**src/rtl/mmio_pkg.sv**
```systemverilog
// Shared types and constants for the MMIO arbiter: FSM state encoding,
// grant identifiers and default bus widths.
package mmio_pkg;
  localparam int ADDR_W_DEF = 32;
  localparam int DATA_W_DEF = 32;
  localparam int LEN_W_DEF  = 32;

  typedef enum logic [3:0] {
    S_IDLE = 4'b0001,
    S_AR   = 4'b0010,
    S_RD   = 4'b0100,
    S_WR   = 4'b1000
  } state_e;

  localparam logic GNT_M0 = 1'b0;
  localparam logic GNT_M1 = 1'b1;
endpackage

```
**src/rtl/rr_arb2.sv**
```systemverilog
// Two-way round-robin pick: on a tie the master that did not win last time
// gets the grant; a sole requester always wins.
module rr_arb2 import mmio_pkg::*; (
  input  logic [1:0] req,
  input  logic       last_gnt,
  output logic       gnt
);
  always_comb begin
    gnt = GNT_M0;
    if (req == 2'b11)  gnt = ~last_gnt;
    else if (req[1])   gnt = GNT_M1;
  end
endmodule

```
**src/rtl/mmio_arbiter.sv**
```systemverilog
// Shares one mmio slave port between IFU (m0, read-only) and LSU (m1, read/write).
// One transaction in flight, round-robin grant, sticky watchdog for slave hangs.
module mmio_arbiter import mmio_pkg::*; #(
  parameter int ADDR_W  = ADDR_W_DEF,
  parameter int DATA_W  = DATA_W_DEF,
  parameter int LEN_W   = LEN_W_DEF,
  parameter int TIMEOUT = 1024
) (
  input  logic              clk,
  input  logic              reset,
  input  logic [ADDR_W-1:0] m0_arAddr,
  input  logic [LEN_W-1:0]  m0_arWidth,
  input  logic              m0_arValid,
  output logic              m0_arReady,
  output logic [DATA_W-1:0] m0_rData,
  output logic              m0_rValid,
  input  logic              m0_rReady,
  input  logic [ADDR_W-1:0] m1_arAddr,
  input  logic [LEN_W-1:0]  m1_arWidth,
  input  logic              m1_arValid,
  output logic              m1_arReady,
  output logic [DATA_W-1:0] m1_rData,
  output logic              m1_rValid,
  input  logic              m1_rReady,
  input  logic [ADDR_W-1:0] m1_wAddr,
  input  logic [DATA_W-1:0] m1_wData,
  input  logic [LEN_W-1:0]  m1_wWidth,
  input  logic              m1_wValid,
  output logic              m1_wReady,
  output logic [ADDR_W-1:0] s_arAddr,
  output logic [LEN_W-1:0]  s_arWidth,
  output logic              s_arValid,
  input  logic              s_arReady,
  input  logic [DATA_W-1:0] s_rData,
  input  logic              s_rValid,
  output logic              s_rReady,
  output logic [ADDR_W-1:0] s_wAddr,
  output logic [DATA_W-1:0] s_wData,
  output logic [LEN_W-1:0]  s_wWidth,
  output logic              s_wValid,
  input  logic              s_wReady,
  output logic              hang,
  output logic [ADDR_W-1:0] hang_addr
);
  localparam int WD_W = (TIMEOUT > 1) ? $clog2(TIMEOUT) : 1;
  localparam logic [WD_W-1:0] WD_LAST = WD_W'((TIMEOUT > 0) ? TIMEOUT - 1 : 0);

  state_e            state, state_nxt;
  logic              gnt_q, gnt_nxt, last_gnt, last_nxt, arb_gnt;
  logic [1:0]        req;
  logic              rd_hs;
  logic [ADDR_W-1:0] rd_addr_q, wd_addr;
  logic [WD_W-1:0]   wd_cnt;

  assign req = {m1_wValid | m1_arValid, m0_arValid};

  rr_arb2 u_arb (
    .req      (req),
    .last_gnt (last_gnt),
    .gnt      (arb_gnt)
  );

  always_comb begin
    state_nxt  = state;
    gnt_nxt    = gnt_q;
    last_nxt   = last_gnt;
    m0_arReady = 1'b0;
    m1_arReady = 1'b0;
    m0_rValid  = 1'b0;
    m1_rValid  = 1'b0;
    m0_rData   = '0;
    m1_rData   = '0;
    m1_wReady  = 1'b0;
    s_arValid  = 1'b0;
    s_arAddr   = '0;
    s_arWidth  = '0;
    s_rReady   = 1'b0;
    s_wValid   = 1'b0;
    s_wAddr    = '0;
    s_wData    = '0;
    s_wWidth   = '0;
    rd_hs      = 1'b0;
    wd_addr    = '0;
    case (state)
      S_IDLE: begin
        if (|req) begin
          gnt_nxt   = arb_gnt;
          // a granted LSU with a pending write issues the write before its read
          state_nxt = (arb_gnt == GNT_M1 && m1_wValid) ? S_WR : S_AR;
        end
      end
      S_AR: begin
        s_arValid = 1'b1;
        s_arAddr  = (gnt_q == GNT_M1) ? m1_arAddr  : m0_arAddr;
        s_arWidth = (gnt_q == GNT_M1) ? m1_arWidth : m0_arWidth;
        if (gnt_q == GNT_M1) m1_arReady = s_arReady;
        else                 m0_arReady = s_arReady;
        wd_addr = s_arAddr;
        if (s_arReady) state_nxt = S_RD;
      end
      S_RD: begin
        if (gnt_q == GNT_M1) begin
          m1_rValid = s_rValid;
          m1_rData  = s_rData;
          s_rReady  = m1_rReady;
        end else begin
          m0_rValid = s_rValid;
          m0_rData  = s_rData;
          s_rReady  = m0_rReady;
        end
        rd_hs   = s_rValid & ((gnt_q == GNT_M1) ? m1_rReady : m0_rReady);
        wd_addr = rd_addr_q;
        if (rd_hs) begin
          state_nxt = S_IDLE;
          last_nxt  = gnt_q;
        end
      end
      S_WR: begin
        s_wValid  = 1'b1;
        s_wAddr   = m1_wAddr;
        s_wData   = m1_wData;
        s_wWidth  = m1_wWidth;
        m1_wReady = s_wReady;
        wd_addr   = m1_wAddr;
        if (s_wReady) begin
          state_nxt = S_IDLE;
          last_nxt  = GNT_M1;
        end
      end
      default: state_nxt = S_IDLE;
    endcase
  end

  always_ff @(posedge clk or negedge reset) begin
    if (!reset) begin
      state     <= S_IDLE;
      gnt_q     <= GNT_M0;
      last_gnt  <= GNT_M1;
      rd_addr_q <= '0;
      wd_cnt    <= '0;
      hang      <= 1'b0;
      hang_addr <= '0;
    end else begin
      state    <= state_nxt;
      gnt_q    <= gnt_nxt;
      last_gnt <= last_nxt;
      // master may change arAddr after the AR handshake; keep it for hang reporting
      if (state == S_AR && s_arReady) rd_addr_q <= s_arAddr;
      if (state_nxt != state)                          wd_cnt <= '0;
      else if (state != S_IDLE && wd_cnt != WD_LAST)   wd_cnt <= wd_cnt + 1'b1;
      if (TIMEOUT != 0 && state != S_IDLE && wd_cnt == WD_LAST && !hang) begin
        hang      <= 1'b1;
        hang_addr <= wd_addr;
      end
    end
  end
endmodule
```
**config.mk**
```make
export PLATFORM = sky130hd
export DESIGN_NAME = mmio_arbiter
export DESIGN_NICKNAME = d
export VERILOG_FILES = /design/src/rtl/mmio_pkg.sv /design/src/rtl/rr_arb2.sv /design/src/rtl/mmio_arbiter.sv
export SDC_FILE = /design/constraint.sdc
export NUM_CORES = 1
export LEC_CHECK = 0
export ABC_AREA = 1
export BUFFER_PORTS_ARGS = -buffer_cell sky130_fd_sc_hd__buf_2
export CAP_MARGIN = 20
export CORE_AREA = 2 2 207 209
export DETAILED_ROUTE_END_ITERATION = 7
export DIE_AREA = 0 0 209 211
export SYNTH_ARGS = -nofsm -noshare
export SYNTH_HDL_FRONTEND = slang
export SYNTH_SLANG_ARGS = --single-unit
```
**constraint.sdc**
```tcl
create_clock -name clk -period 1.85 [get_ports clk]
set_input_delay 0.185 -clock clk [delete_from_list [all_inputs] [get_ports clk]]
set_output_delay 0.185 -clock clk [all_outputs]
set_load 0.005 [all_outputs]
```
## Word-level counts from Yosys, hierarchy flattened

Cells that the tools add are included.

| word-level totals | value |
|---|---|
| flip-flop bits (word level) | 81 |
| latch bits | 0 |
| bits in writable memories | 0 |
| bits in read-only memories | 0 |
| input bits | 266 |
| output and inout bits | 265 |
| word-level logic and storage cells | 71 |
| memories kept | 0 |

| cells by class | value |
|---|---|
| add/sub/neg operators | 1 |
| multiply operators | 0 |
| divide/modulo/power cells | 0 |
| magnitude comparators | 0 |
| equality and inequality tests | 11 |
| shift operators | 0 |
| muxes and demuxes | 38 |
| bitwise logic cells | 3 |
| reduce and logical (&&, ||, !) cells | 11 |

Operators with widths:

| cell | count |
|---|---|
| 32-bit 2-to-1 mux | 11 |
| 32-bit one-hot mux with 3 select lines | 1 |
| 10-bit 2-to-1 mux | 2 |
| 4-bit 2-to-1 mux | 5 |
| 1-bit 2-to-1 mux | 17 |
| 4-bit one-hot mux with 4 select lines | 1 |
| 10-bit by 1-bit adder with 10-bit output, second input constant | 1 |
| 10-bit == test, second input constant | 1 |
| 10-bit inequality test, second input constant | 1 |
| 1-bit logical AND | 5 |
| 4-bit by 1-bit == test with 1-bit output, second input constant | 1 |
| 4-bit by 2-bit == test with 1-bit output, second input constant | 1 |
| 4-bit by 3-bit == test with 1-bit output, second input constant | 1 |
| 4-bit == test, second input constant | 1 |
| 2-bit inequality test, second input constant | 2 |
| 4-bit by 1-bit inequality test with 1-bit output, second input constant | 1 |
| 4-bit inequality test | 1 |
| 2-bit nonzero test | 2 |
| 3-bit AND reduction | 1 |
| 2-bit == test, second input constant | 1 |
| 1-bit one-hot mux with 2 select lines | 1 |
| 2-bit AND reduction | 1 |
| 2-bit OR reduction | 1 |
| 1-bit AND | 1 |
| other kinds (3) | 3 |

## Logic depth before layout (Yosys ltp)

| depth | value |
|---|---|
| word-level depth | 9 |
| gate-level depth with buffers | 12 |
| mapped depth without buffers | 12 |

## Hierarchy

From an unflattened synthesis, not the netlist that was laid out.

| second synthesis, totals | value |
|---|---|
| cells, all modules | 979 |
| area total of the unflattened synthesis | 5825.6 um^2 |

By module, submodules not included:

| module | times used | cells an instance | area an instance (um^2) | seq. area each (um^2) |
|---|---|---|---|---|
| mmio_arbiter | 1 | 977 | 5813.1 | 2029.4 |
| rr_arb2 | 1 | 2 | 12.5 | 0.0 |

## Worst setup path after synthesis

Ideal clock, no wire load.

| timing path | value |
|---|---|
| kind | register to register |
| from | register wd_cnt[0] |
| to | register hang_addr[10] |
| setup time | 132 ps |
| data arrival time | 1449 ps |
| data required time | 1718 ps |
| setup slack | 269 ps |
| cell stages (with the launch flop) | 9 |
| buffers on the path | 1 |
| clock period less this slack | 1581 ps |
| cell sequence | dfrtp_1 ha_1 nand2_1 nor3_1 nand3b_1 nor2_1 nand2_1 clkbuf_1 o21ai_1 |

| between the ends | value |
|---|---|
| word-level cells in the longest chain between the ends | 3 |

Ends and longest elaborated chain:

| element | RTL line | text |
|---|---|---|
| start: declaration | mmio_arbiter.sv:53 | `logic [WD_W-1:0] wd_cnt;` |
| start signal: assignment | mmio_arbiter.sv:150 | `else if (state != S_IDLE && wd_cnt != WD_LAST) wd_cnt <= wd_cnt + 1'b1;` |
| 10-bit == test | mmio_arbiter.sv:151 | `if (TIMEOUT != 0 && state != S_IDLE && wd_cnt == WD_LAST && !hang) begin` |
| 1-bit logical AND (2 in series) | mmio_arbiter.sv:151 |  |
| end signal: assignment | mmio_arbiter.sv:153 | `hang_addr <= wd_addr;` |
| end: declaration | mmio_arbiter.sv:43 | `output logic [ADDR_W-1:0] hang_addr` |

No other way between the ends.
A chain may end at the register's enable or synchronous reset.

## Worst setup path after layout

| timing path | value |
|---|---|
| from | register state[1] |
| to | output port m1_rData[14] |

| between the ends | value |
|---|---|
| word-level cells in the longest chain between the ends | 2 |

Ends and longest elaborated chain:

| element | RTL line | text |
|---|---|---|
| start: declaration | mmio_arbiter.sv:48 | `state_e state, state_nxt;` |
| start signal: assignment | mmio_arbiter.sv:144 | `state <= state_nxt;` |
| 4-bit by 3-bit == test with 1-bit output | mmio_arbiter.sv:84 | `case (state)` |
| 32-bit 2-to-1 mux | mmio_arbiter.sv:84 |  |
| end: declaration | mmio_arbiter.sv:22 | `output logic [DATA_W-1:0] m1_rData,` |

No other way between the ends.

==> flow_summary.yaml <==
final_layout:
  synthToLayoutAreaGrowth_pct: 93.6
  fin_area_um2: 11100
  drive_gt1_frac: 0.527
  num-nets-final: 1796
drt:
  drc_errors: 0
  ant_nets: 0
  wl_per_cell_um: 18.2
  drt_first_pass_iters: 5
  num_vias: 8479
  finalWirelength_um: 37700
  vias_per_cell: 4.08
  drtIter0Drc: 327
placed_design:
  place_area_um2: 9230
  hpwlAfterDp_um: 28700
  routabilityCongestion: 1.00
  io_buffers: 530
power:
  switching_share: 0.437
  p_seq_frac: 0.232
  clkPwrFrac: 0.207
  power.switching_mw: 4.53
  p_per_area_nw_per_um2: 933
  power.internal_mw: 5.84
  p_comb_frac: 0.561
  vdd_drop_max_v: 0.000474
  leakagePower_nw: 6.72
logic_synthesis:
  synth_top_cell_area_share: 0.345
  yosysMostFrequentCell: "nand2_1"
  ys_async_sr_fraction: 1.00
  synthesis.area_um2: 5740
  yosysWarnings: 0
  synth_fp_nets: 1233
  synth_edf_count: 0
  synth_cell_types: 26
  synth_cells: 966
  synthTopCellsByCount: "nand2_1 (290), nor2_1 (182), inv_1 (178)"
  yosysSeqAreaShare: 0.354
  avgSynthCellArea_um2: 5.94
  yosysTopAreaCell: "dfrtp_1"
  ys.flop_type: "dfrtp_1"
  synth_area_leaders: "dfrtp_1 (34%), nand2_1 (19%), nor2_1 (12%)"
  ys_ff_latch: 81
timing:
  setup_viol: 115
  period_minus_slack_ns: 1.90
  rsz0062_at_grt: "true"
  hold_ws_ns: 0.159
  hold_viol: 0
  fin_worst_skew_ns: 0.0103
  slew_viol_final: 0
  setup_ws_ns: -0.0530
  fin_crit_sh: 1.03
  fmax_ghz: 0.525
  slew_headroom: 0.700
  worst_pin_slew_ns: 0.450
global_routing:
  grt_max_degree: 62
  track_usage: 0.153
  antenna_found_initial: 4
  overflow: 0
  first_global_vias: 8124
  grt_first_pass_wirelength_um: 49800
critical_path:
  r2r_end: "hang_addr[24]"
  crit_path_end_kind: "primary output"
  critPathSlowestCell: "dfrtp_1"
  start_kind: "flip-flop"
  critPathArrivalTime_ns: 1.72
  ff2ff_setup_slack_ns: -0.02
  cp_slowest_stage_delay_ns: 0.40
  path_cells: "nor2_2, nand3_2, inv_4, buf_8, nand2_8, buf_12, nor2_1, buf_2"
  path_buf_inv: 4
  rr_worst_depth: 9
  critPathTopFamily: "buffers and inverters"
  required_ns: 1.66
  path_max_fanout: 9
  criticalPathCategory: "reg2out"
  reg2reg_from: "wd_cnt[0]"
clocking:
  cts_tree: "built"
  path_clk_slew_ns: 0.07
  numClockSinks: 81
  ctsHtreeMaxLevel: 3
  cts-root-buf: "clkbuf_16"
  clock_latency_ns: 0.35
  numCtsBuffers: 9
  clockBufferDepth: 2
die:
  dieArea_um2: 44100
  rows: 75
  initial_core_util: 0.137
  die_y_um: 211
  die_x_um: 209
  top_level_ports: 531
  core_um2: 41800
worst_hold_path:
  hold_class: "in2reg"
  hold_start: "s_wReady"
  hold_end: "last_gnt"
  hold_path_depth: 3
status:
  failed_checks: "negative setup slack"
  outcome: "complete, but fails checks"
flow_run:
  cap_violations: 0
## timing repair
item | in CTS | in global routing
setup buffers | 8 | 17
gates cloned | 4 | 12
pin swaps | 1 | 13
gates resized for setup | 92 | 189
setup endpoints to repair | 211 | 265
hold buffers | 1 | 0
hold endpoints to repair | 27 | 0
## kinds of logic after synthesis
logic type | count (synthesis) | share of synthesized area
flops | 81 | 0.354
buf+inv | 237 | 0.157
xor+xnor | 9 | 0.0137
simple gates | 503 | 0.341
fa+ha+maj | 1 | 0.00218
compound gates | 135 | 0.133
## routing by layer
layer  vias up  GRT usage  part of all wire
met3        77     0.0303             0.062
met2       461      0.263              0.49
li1       4031          -                 -
met5         -          0           0.00034
met4         2     0.0860             0.053
met1      3908      0.177              0.39
## per-stage QoR
stage	utilization	TNS [ns]	setup WS, ns	total power [mW]	instances
6_report	0.266	-2.18	-0.0530	10.4	2076
5_1_grt	0.266	-17.01	-0.120	11.1	2074
4_1_cts	0.242	-5.05	-0.0845	9.68	2044
3_5_place_dp	0.221	0	0.0809	6.73	2016
3_3_place_gp	0.221	0	0.0902	6.68	2016
2_1_floorplan	-	0	0.269	4.60	966
## sequential cells by signal (all words and copies together) (netlist names)
register,cells
hang_addr,32
last_gnt,1
wd_cnt,10
state,4
hang,1
gnt_q,1
rd_addr_q,32
## how the worst max path moves through the flow
stage	endpoint	cells past startpoint	slack, ns	startpoint
2_1_floorplan	hang_addr[10]	8	0.27	wd_cnt[0]
3_3_place_gp	hang_addr[30]	9	0.09	wd_cnt[0]
3_5_place_dp	wd_cnt[9]	9	0.08	state[1]
4_1_cts	s_wAddr[17]	6	-0.08	state[0]
5_1_grt	s_arAddr[12]	8	-0.12	state[1]
6_report	m1_rData[14]	8	-0.05	state[1]
## power by group through the flow
| stage | registers [mW] | clock network, mW | logic, mW |
|---|---|---|---|
| 6_report | 2.40 | 2.14 | 5.82 |
| 5_1_grt | 2.44 | 2.29 | 6.38 |
| 4_1_cts | 2.39 | 2.22 | 5.06 |
| 3_5_place_dp | 2.41 | 0 | 4.32 |
| 3_3_place_gp | 2.39 | 0 | 4.28 |
| 2_1_floorplan | 2.34 | 0 | 2.26 |
## worst reg2reg max path, stage by stage (launching register included)
cell       delay [ns]
dfrtp_1          0.41
ha_2             0.22
nand2_2          0.08
nor3_2           0.11
nand3b_1         0.18
nor2_2           0.20
nand2_4          0.18
clkbuf_16        0.24
nand2_1          0.07
o21ai_1          0.06
## final cells by class
class / count / area, um2
clock inverter: 4 / 98.8
timing repair buffer: 604 / 3780
tap: 539 / 674
clock buffer: 12 / 256
antenna: 3 / 7.51
multi-input combinational: 648 / 3540
inverter: 185 / 719
fill: 4638 / 30700
sequential: 81 / 2030
## cell usage in the layout (no fill, tap or decap), types with 13 or more instances in the layout
cell type / instances
clkbuf_16: 18
inv_2: 26
buf_12: 13
nand2_1: 237
nor2_1: 130
nand2_2: 30
inv_1: 150
o21ai_1: 21
buf_2: 517
nor2_4: 18
buf_4: 37
o21ai_0: 36
dfrtp_1: 77
nor2_2: 39
nand2_4: 24
buf_6: 17
a211oi_1: 32
(Power assumes the default switching activity.)
